[config.mk]
export PLATFORM = sky130hd
export DESIGN_NAME = muldiv_unit
export DESIGN_NICKNAME = d
export VERILOG_FILES = /design/src/rtl/muldiv_unit.sv
export SDC_FILE = /design/constraint.sdc
export NUM_CORES = 1
export LEC_CHECK = 0
export ABC_CLOCK_PERIOD_IN_PS = 3160
export BUFFER_PORTS_ARGS = -buffer_cell sky130_fd_sc_hd__buf_4
export CAP_MARGIN = 20
export CORE_MARGIN = 2
export CORE_UTILIZATION = 56
export CTS_CLUSTER_DIAMETER = 200
export DETAILED_ROUTE_END_ITERATION = 10
export GPL_TIMING_DRIVEN = 0
export PLACE_DENSITY = 0.78
export SLEW_MARGIN = 20
export SYNTH_ARGS = -nofsm -noshare
export SYNTH_HDL_FRONTEND = slang
export SYNTH_SLANG_ARGS = --single-unit
[constraint.sdc]
create_clock -name clock -period 3.16 [get_ports clock]
set_input_delay 0.158 -clock clock [delete_from_list [all_inputs] [get_ports clock]]
set_output_delay 0.158 -clock clock [all_outputs]
set_load 0.02 [all_outputs]
[src/rtl/muldiv_unit.sv]
// Iterative multiply/divide unit: shift-add multiply and restoring divide on
// operand magnitudes, one bit per cycle, with a start/done handshake and abort.
module muldiv_unit #(
  parameter int WIDTH = 32,
  parameter int CNT_W = $clog2(WIDTH) + 1
) (
  input  logic             clock,
  input  logic             reset,
  input  logic             start,
  input  logic             op,
  input  logic             sign,
  input  logic             abort,
  input  logic [WIDTH-1:0] a,
  input  logic [WIDTH-1:0] b,
  output logic [WIDTH-1:0] hi,
  output logic [WIDTH-1:0] lo,
  output logic             busy,
  output logic             done,
  output logic             div_zero
);

  localparam int RW = WIDTH + 1;

  typedef enum logic [1:0] {
    IDLE,
    ITER,
    FIXUP,
    DONE
  } state_e;

  state_e             state_q, state_d;
  logic               op_q, op_d;
  logic               negq_q, negq_d;
  logic               negr_q, negr_d;
  logic               dz_q, dz_d;
  logic [CNT_W-1:0]   cnt_q, cnt_d;
  logic [WIDTH-1:0]   dvs_q, dvs_d;
  logic [2*WIDTH-1:0] acc_q, acc_d;
  logic [WIDTH:0]     rem_q, rem_d;
  logic [WIDTH-1:0]   hi_q, hi_d;
  logic [WIDTH-1:0]   lo_q, lo_d;
  logic               busy_q, busy_d;
  logic               done_q, done_d;
  logic               div_zero_q, div_zero_d;

  logic [WIDTH-1:0]   mag_a, mag_b;
  logic               b_zero;
  logic [WIDTH:0]     add_sum;
  logic [WIDTH+1:0]   shifted;
  logic               ge;
  logic [2*WIDTH-1:0] prod_fix;
  logic [WIDTH-1:0]   quo_fix, rem_fix;

  always_comb begin
    mag_a    = (sign && a[WIDTH-1]) ? -a : a;
    mag_b    = (sign && b[WIDTH-1]) ? -b : b;
    b_zero   = (b == '0);
    // Multiply: acc = {partial product, remaining multiplier bits}
    add_sum  = {1'b0, acc_q[2*WIDTH-1:WIDTH]} + ({1'b0, dvs_q} & {RW{acc_q[0]}});
    // Divide: acc low half shifts dividend bits out MSB first, quotient bits in
    shifted  = {rem_q, acc_q[WIDTH-1]};
    ge       = (shifted >= {2'b00, dvs_q});
    prod_fix = negq_q ? -acc_q : acc_q;
    quo_fix  = negq_q ? -acc_q[WIDTH-1:0] : acc_q[WIDTH-1:0];
    rem_fix  = negr_q ? -rem_q[WIDTH-1:0] : rem_q[WIDTH-1:0];
  end

  always_comb begin
    state_d    = state_q;
    op_d       = op_q;
    negq_d     = negq_q;
    negr_d     = negr_q;
    dz_d       = dz_q;
    cnt_d      = cnt_q;
    dvs_d      = dvs_q;
    acc_d      = acc_q;
    rem_d      = rem_q;
    hi_d       = hi_q;
    lo_d       = lo_q;
    busy_d     = busy_q;
    done_d     = 1'b0;
    div_zero_d = div_zero_q;

    case (state_q)
      IDLE: begin
        if (start && !abort) begin
          op_d       = op;
          negq_d     = sign & (a[WIDTH-1] ^ b[WIDTH-1]);
          negr_d     = sign & a[WIDTH-1];
          dz_d       = op & b_zero;
          cnt_d      = CNT_W'(WIDTH - 1);
          dvs_d      = op ? mag_b : mag_a;
          // A zero divisor keeps the raw dividend so it can be returned as-is
          acc_d      = {{WIDTH{1'b0}}, op ? (b_zero ? a : mag_a) : mag_b};
          rem_d      = '0;
          div_zero_d = 1'b0;
          busy_d     = 1'b1;
          state_d    = ITER;
        end
      end

      ITER: begin
        if (abort) begin
          busy_d  = 1'b0;
          state_d = IDLE;
        end else if (dz_q) begin
          hi_d       = acc_q[WIDTH-1:0];
          lo_d       = '1;
          div_zero_d = 1'b1;
          busy_d     = 1'b0;
          state_d    = DONE;
        end else begin
          if (op_q) begin
            rem_d = ge ? RW'(shifted - {2'b00, dvs_q}) : shifted[WIDTH:0];
            acc_d = {acc_q[2*WIDTH-1:WIDTH], acc_q[WIDTH-2:0], ge};
          end else begin
            acc_d = {add_sum, acc_q[WIDTH-1:1]};
          end
          if (cnt_q == '0) begin
            state_d = FIXUP;
          end else begin
            cnt_d = cnt_q - CNT_W'(1);
          end
        end
      end

      FIXUP: begin
        busy_d = 1'b0;
        if (abort) begin
          state_d = IDLE;
        end else begin
          if (op_q) begin
            lo_d = quo_fix;
            hi_d = rem_fix;
          end else begin
            {hi_d, lo_d} = prod_fix;
          end
          state_d = DONE;
        end
      end

      DONE: begin
        done_d  = 1'b1;
        state_d = IDLE;
      end

      default: state_d = IDLE;
    endcase
  end

  always_ff @(posedge clock or negedge reset) begin
    if (!reset) begin
      state_q    <= IDLE;
      op_q       <= 1'b0;
      negq_q     <= 1'b0;
      negr_q     <= 1'b0;
      dz_q       <= 1'b0;
      cnt_q      <= '0;
      dvs_q      <= '0;
      acc_q      <= '0;
      rem_q      <= '0;
      hi_q       <= '0;
      lo_q       <= '0;
      busy_q     <= 1'b0;
      done_q     <= 1'b0;
      div_zero_q <= 1'b0;
    end else begin
      state_q    <= state_d;
      op_q       <= op_d;
      negq_q     <= negq_d;
      negr_q     <= negr_d;
      dz_q       <= dz_d;
      cnt_q      <= cnt_d;
      dvs_q      <= dvs_d;
      acc_q      <= acc_d;
      rem_q      <= rem_d;
      hi_q       <= hi_d;
      lo_q       <= lo_d;
      busy_q     <= busy_d;
      done_q     <= done_d;
      div_zero_q <= div_zero_d;
    end
  end

  assign hi       = hi_q;
  assign lo       = lo_q;
  assign busy     = busy_q;
  assign done     = done_q;
  assign div_zero = div_zero_q;

endmodule

==> run_summary.xml <==
<?xml version="1.0" encoding="UTF-8"?>
<metrics>
  <group name="routing">
    <metric name="routed-via-count" unit="">18500</metric>
    <metric name="drt_iter0_markers" unit="">2602</metric>
    <metric name="post_drt_via_cell_ratio" unit="">6.66</metric>
    <metric name="wl_per_cell" unit="um">24.3</metric>
    <metric name="first_pass_iters" unit="">7</metric>
    <metric name="routed_wl" unit="um">67600</metric>
    <metric name="number_of_nets_with_antenna_violations_after_detailed_routing" unit="">0</metric>
    <metric name="remaining_drc_errors" unit="">0</metric>
  </group>
  <group name="die">
    <metric name="die_height" unit="um">179</metric>
    <metric name="chipWidth" unit="um">179</metric>
    <metric name="floorplan.initialDensity" unit="%">57.2</metric>
    <metric name="row_count" unit="">63</metric>
    <metric name="design.portCount" unit="">137</metric>
    <metric name="fp.dieArea" unit="sq mm">0.0319</metric>
    <metric name="floorplan.core_area" unit="sq mm">0.0298</metric>
  </group>
  <group name="synth">
    <metric name="synth.area.top_cells" unit="">sky130_fd_sc_hd__dfrtp_1, sky130_fd_sc_hd__o21ai_0, sky130_fd_sc_hd__a21oi_1</metric>
    <metric name="synth_largest_area_cell" unit="">sky130_fd_sc_hd__dfrtp_1</metric>
    <metric name="yosys-top-cells-count" unit="">sky130_fd_sc_hd__nand2_1, sky130_fd_sc_hd__o21ai_0, sky130_fd_sc_hd__dfrtp_1, sky130_fd_sc_hd__a21oi_1, sky130_fd_sc_hd__nor2_1</metric>
    <metric name="yosys.cell_types.count" unit="">77</metric>
    <metric name="synth_fp_nets" unit="">2314</metric>
    <metric name="synth.cell_area" unit="sq mm">0.0171</metric>
    <metric name="post_synthesis_sequential_area_ratio" unit="%">30.5</metric>
    <metric name="yosys_warnings" unit="">0</metric>
    <metric name="synth_edf_count" unit="">0</metric>
    <metric name="async_flop_share" unit="%">100</metric>
    <metric name="mean_instance_size_in_the_synthesized_netlist" unit="sq um">7.87</metric>
    <metric name="postSynth.topFlopCell" unit="">sky130_fd_sc_hd__dfrtp_1</metric>
    <metric name="post-synth-top-count-cell" unit="">sky130_fd_sc_hd__nand2_1</metric>
    <metric name="ys_seq_elements" unit="">208</metric>
    <metric name="synth_top_area_share" unit="%">30.5</metric>
    <metric name="synthCells" unit="">2168</metric>
  </group>
  <group name="sta">
    <metric name="max_slew.worst_pin.slew" unit="ns">0.829</metric>
    <metric name="finalSetupTns" unit="ns">-0.0623</metric>
    <metric name="final.setup.worst_slack" unit="ns">-0.0484</metric>
    <metric name="setup_viol_count_final" unit="">3</metric>
    <metric name="fmax" unit="MHz">312</metric>
    <metric name="fin_skew" unit="ns">0.0230</metric>
    <metric name="setup_repair_after_global_routing_missed_its_margin" unit="">yes</metric>
    <metric name="relSlewSlack" unit="%">44.7</metric>
    <metric name="timing.final.hold_violations" unit="">0</metric>
    <metric name="final_period_minus_worst_setup_slack" unit="ns">3.21</metric>
    <metric name="finalCritPeriodShare" unit="%">102</metric>
    <metric name="finalMaxSlewViolations" unit="">0</metric>
  </group>
  <group name="cts">
    <metric name="clock_latency" unit="ns">0.54</metric>
    <metric name="path_clk_slew" unit="ns">0.07</metric>
    <metric name="cts_root_buf" unit="">sky130_fd_sc_hd__clkbuf_16</metric>
    <metric name="maximum_root_to_sink_buffer_count" unit="">3</metric>
    <metric name="tritoncts" unit="">yes</metric>
    <metric name="cts.htree.levels" unit="">1</metric>
    <metric name="cts.sinks" unit="">208</metric>
    <metric name="numCtsBuffers" unit="">24</metric>
  </group>
  <group name="critical_path">
    <metric name="cp-end-kind" unit="">register</metric>
    <metric name="cp_data_required_time" unit="ns">3.56</metric>
    <metric name="path_cells" unit="">or4_4 -&gt; or4_4 -&gt; nand2b_4 -&gt; or3_4 -&gt; o41ai_4 -&gt; xor2_2 -&gt; nor2_1 -&gt; a211oi_2 -&gt; nor3_1</metric>
    <metric name="critical_path.startpoint_type" unit="">register</metric>
    <metric name="slowest_stage" unit="">sky130_fd_sc_hd__or4_4</metric>
    <metric name="top_fanout_value_on_the_critical_path" unit="">4</metric>
    <metric name="timing.critical_path.mode_cell" unit="">sky130_fd_sc_hd__or4_4</metric>
    <metric name="timing.critical_path.arrival" unit="ns">3.61</metric>
    <metric name="critical-path-top-delay-family" unit="">simple AND/OR/NAND/NOR gates</metric>
    <metric name="cpPeakStageDelay" unit="ns">0.59</metric>
    <metric name="path_buf_inv" unit="">0</metric>
    <metric name="worst-setup-path-type" unit="">reg -&gt; reg</metric>
  </group>
  <group name="power_and_ir_drop">
    <metric name="p_leak" unit="uW">0.00893</metric>
    <metric name="report.power.total" unit="uW">18300</metric>
    <metric name="ir_drop" unit="mV">0.600</metric>
    <metric name="p_per_area" unit="mW/mm^2">890</metric>
  </group>
  <group name="worst_hold_path">
    <metric name="min_path_type" unit="">in -&gt; reg</metric>
  </group>
  <group name="layout">
    <metric name="final_layout_size_suffix_gt1_share" unit="%">16.3</metric>
    <metric name="final_net_count" unit="">2520</metric>
    <metric name="antenna-diode-count" unit="">0</metric>
    <metric name="fillers" unit="">2455</metric>
    <metric name="seqCellArea" unit="sq mm">0.00523</metric>
    <metric name="area.growth.synth_to_final" unit="%">20.2</metric>
    <metric name="multi_input_area" unit="sq mm">0.0116</metric>
  </group>
  <group name="run">
    <metric name="max_cap_violations" unit="">0</metric>
  </group>
  <group name="placement">
    <metric name="gpl.final_weighted_congestion" unit="">1.02</metric>
    <metric name="post_detailed_placement_half_perimeter_wirelength" unit="um">51200</metric>
    <metric name="number_of_buffers_added_on_ports" unit="">135</metric>
  </group>
  <group name="grt">
    <metric name="grt_max_degree" unit="">97</metric>
    <metric name="grt_pass1_wl" unit="um">100000</metric>
    <metric name="total_grt_overflow" unit="">0</metric>
    <metric name="grt_antenna_before_repair" unit="">1</metric>
    <metric name="first_global_vias" unit="">16800</metric>
    <metric name="global_route.usage.total" unit="%">41.5</metric>
  </group>
  <group name="status">
    <metric name="failed_checks" unit="">setup timing</metric>
    <metric name="status" unit="">finished, violations left</metric>
  </group>
</metrics>
-- worst paths after layout --
check / slack [ns] / depth (start not counted) / startpoint / end
hold / removal: 0.03 / 4 / a[14] / acc_q[14]
min in group asynchronous: 0.14 / 2 / reset / lo[10]
setup reg to reg: -0.05 / 9 / acc_q[28] / hi[24]
max in group asynchronous: 2.17 / 3 / reset / rem_q[8]
setup / recovery: -0.05 / 9 / acc_q[28] / hi[24]
hold reg to reg: 0.47 / 2 / rem_q[32] / rem_q[32]
-- placed cells by master, fill, tap and decap left out, drive strengths merged, types with 72 or more instances in the layout --
master,instances
buf,207
a21oi,197
nand2,261
nor2,188
inv,72
xor2,110
ha,74
dfrtp,208
clkbuf,142
o21ai,245
xnor2,109
-- sequential cells by signal, summed over array words and instances, names as in the netlist --
signal,count
lo,32
dvs_q,32
negr_q,1
hi,32
negq_q,1
rem_q,33
dz_q,1
div_zero,1
op_q,1
done,1
state_q,2
cnt_q,6
acc_q,64
busy,1
-- stage by stage --
stage / hold WS (ns) / util [%] / instances / instance area [sq um] / setup WS [ns]
finish: 0.0327 / 68.8 / 2781 / 20500 / -0.0484
global route: 0.0580 / 68.8 / 2781 / 20500 / -0.0687
CTS: 0.0198 / 66.6 / 2750 / 19800 / -0.00359
detailed placement: 0.0838 / 62.6 / 2697 / 18600 / -1.23
global placement: 0.445 / 62.3 / 2693 / 18600 / -1.15
floorplan: -0.138 / - / 2168 / 17100 / 0.00557
-- metal layers --
metal / share of wire [%] / routed length [um] / global-route usage (%) / vias to the layer above
met5: 0 / 0 / 0 / -
met4: 5.0 / 3400 / 17.1 / 0
met1: 41 / 27600 / 58.1 / 8881
li1: - / - / - / 8186
met2: 43 / 28700 / 62.2 / 1232
met3: 12 / 7840 / 8.48 / 226
-- where the power goes --
part           switching, uW  total, uW  internal (uW)  leakage (uW)
clock network           1200       3140           1930      0.000427
logic                   6640      10400           3800       0.00594
registers               1090       4670           3580       0.00256
total                   8940      18300           9310       0.00893
-- worst register-to-register path, cell delays in order (launching register included) --
cell and delay (ns):
sky130_fd_sc_hd__dfrtp_2 0.43, sky130_fd_sc_hd__or4_4 0.60, sky130_fd_sc_hd__or4_4 0.45, sky130_fd_sc_hd__nand2b_4 0.16, sky130_fd_sc_hd__or3_4 0.36, sky130_fd_sc_hd__o41ai_4 0.33
sky130_fd_sc_hd__xor2_2 0.23, sky130_fd_sc_hd__nor2_1 0.09, sky130_fd_sc_hd__a211oi_2 0.35, sky130_fd_sc_hd__nor3_1 0.08
-- area by class of cell --
| cell class | count | area share (%) |
|---|---|---|
| buffer | 127 | 2.72 |
| clock buffer | 35 | 3.58 |
| clock inverter | 8 | 0.744 |
| inverter | 72 | 1.34 |
| multi-input combinational | 1751 | 56.5 |
| sequential | 208 | 25.5 |
| tap | 390 | 2.38 |
| timing repair buffer | 190 | 7.21 |
-- kinds of logic after synthesis --
logic type               after synthesis  synth area share, %
adder cells (fa/ha/maj)               76                 5.66
XOR/XNOR                             219                 11.3
multiplexers                          50                 2.96
flip-flops                           208                 30.5
buffers and inverters                210                 4.82
AND/OR/NAND/NOR                      715                 20.2
AO/OA/AOI/OAI                        690                 24.6
-- timing repair --
item | CTS | global route
hold buffers | 3 | 0
gates resized for setup | 60 | 110
endpoints found under the hold margin | 144 | 0
gates cloned | 1 | 0
setup buffers | 12 | 36
endpoints found under the setup margin | 82 | 98
pin swaps | 15 | 38
(Power assumes the default switching activity.)
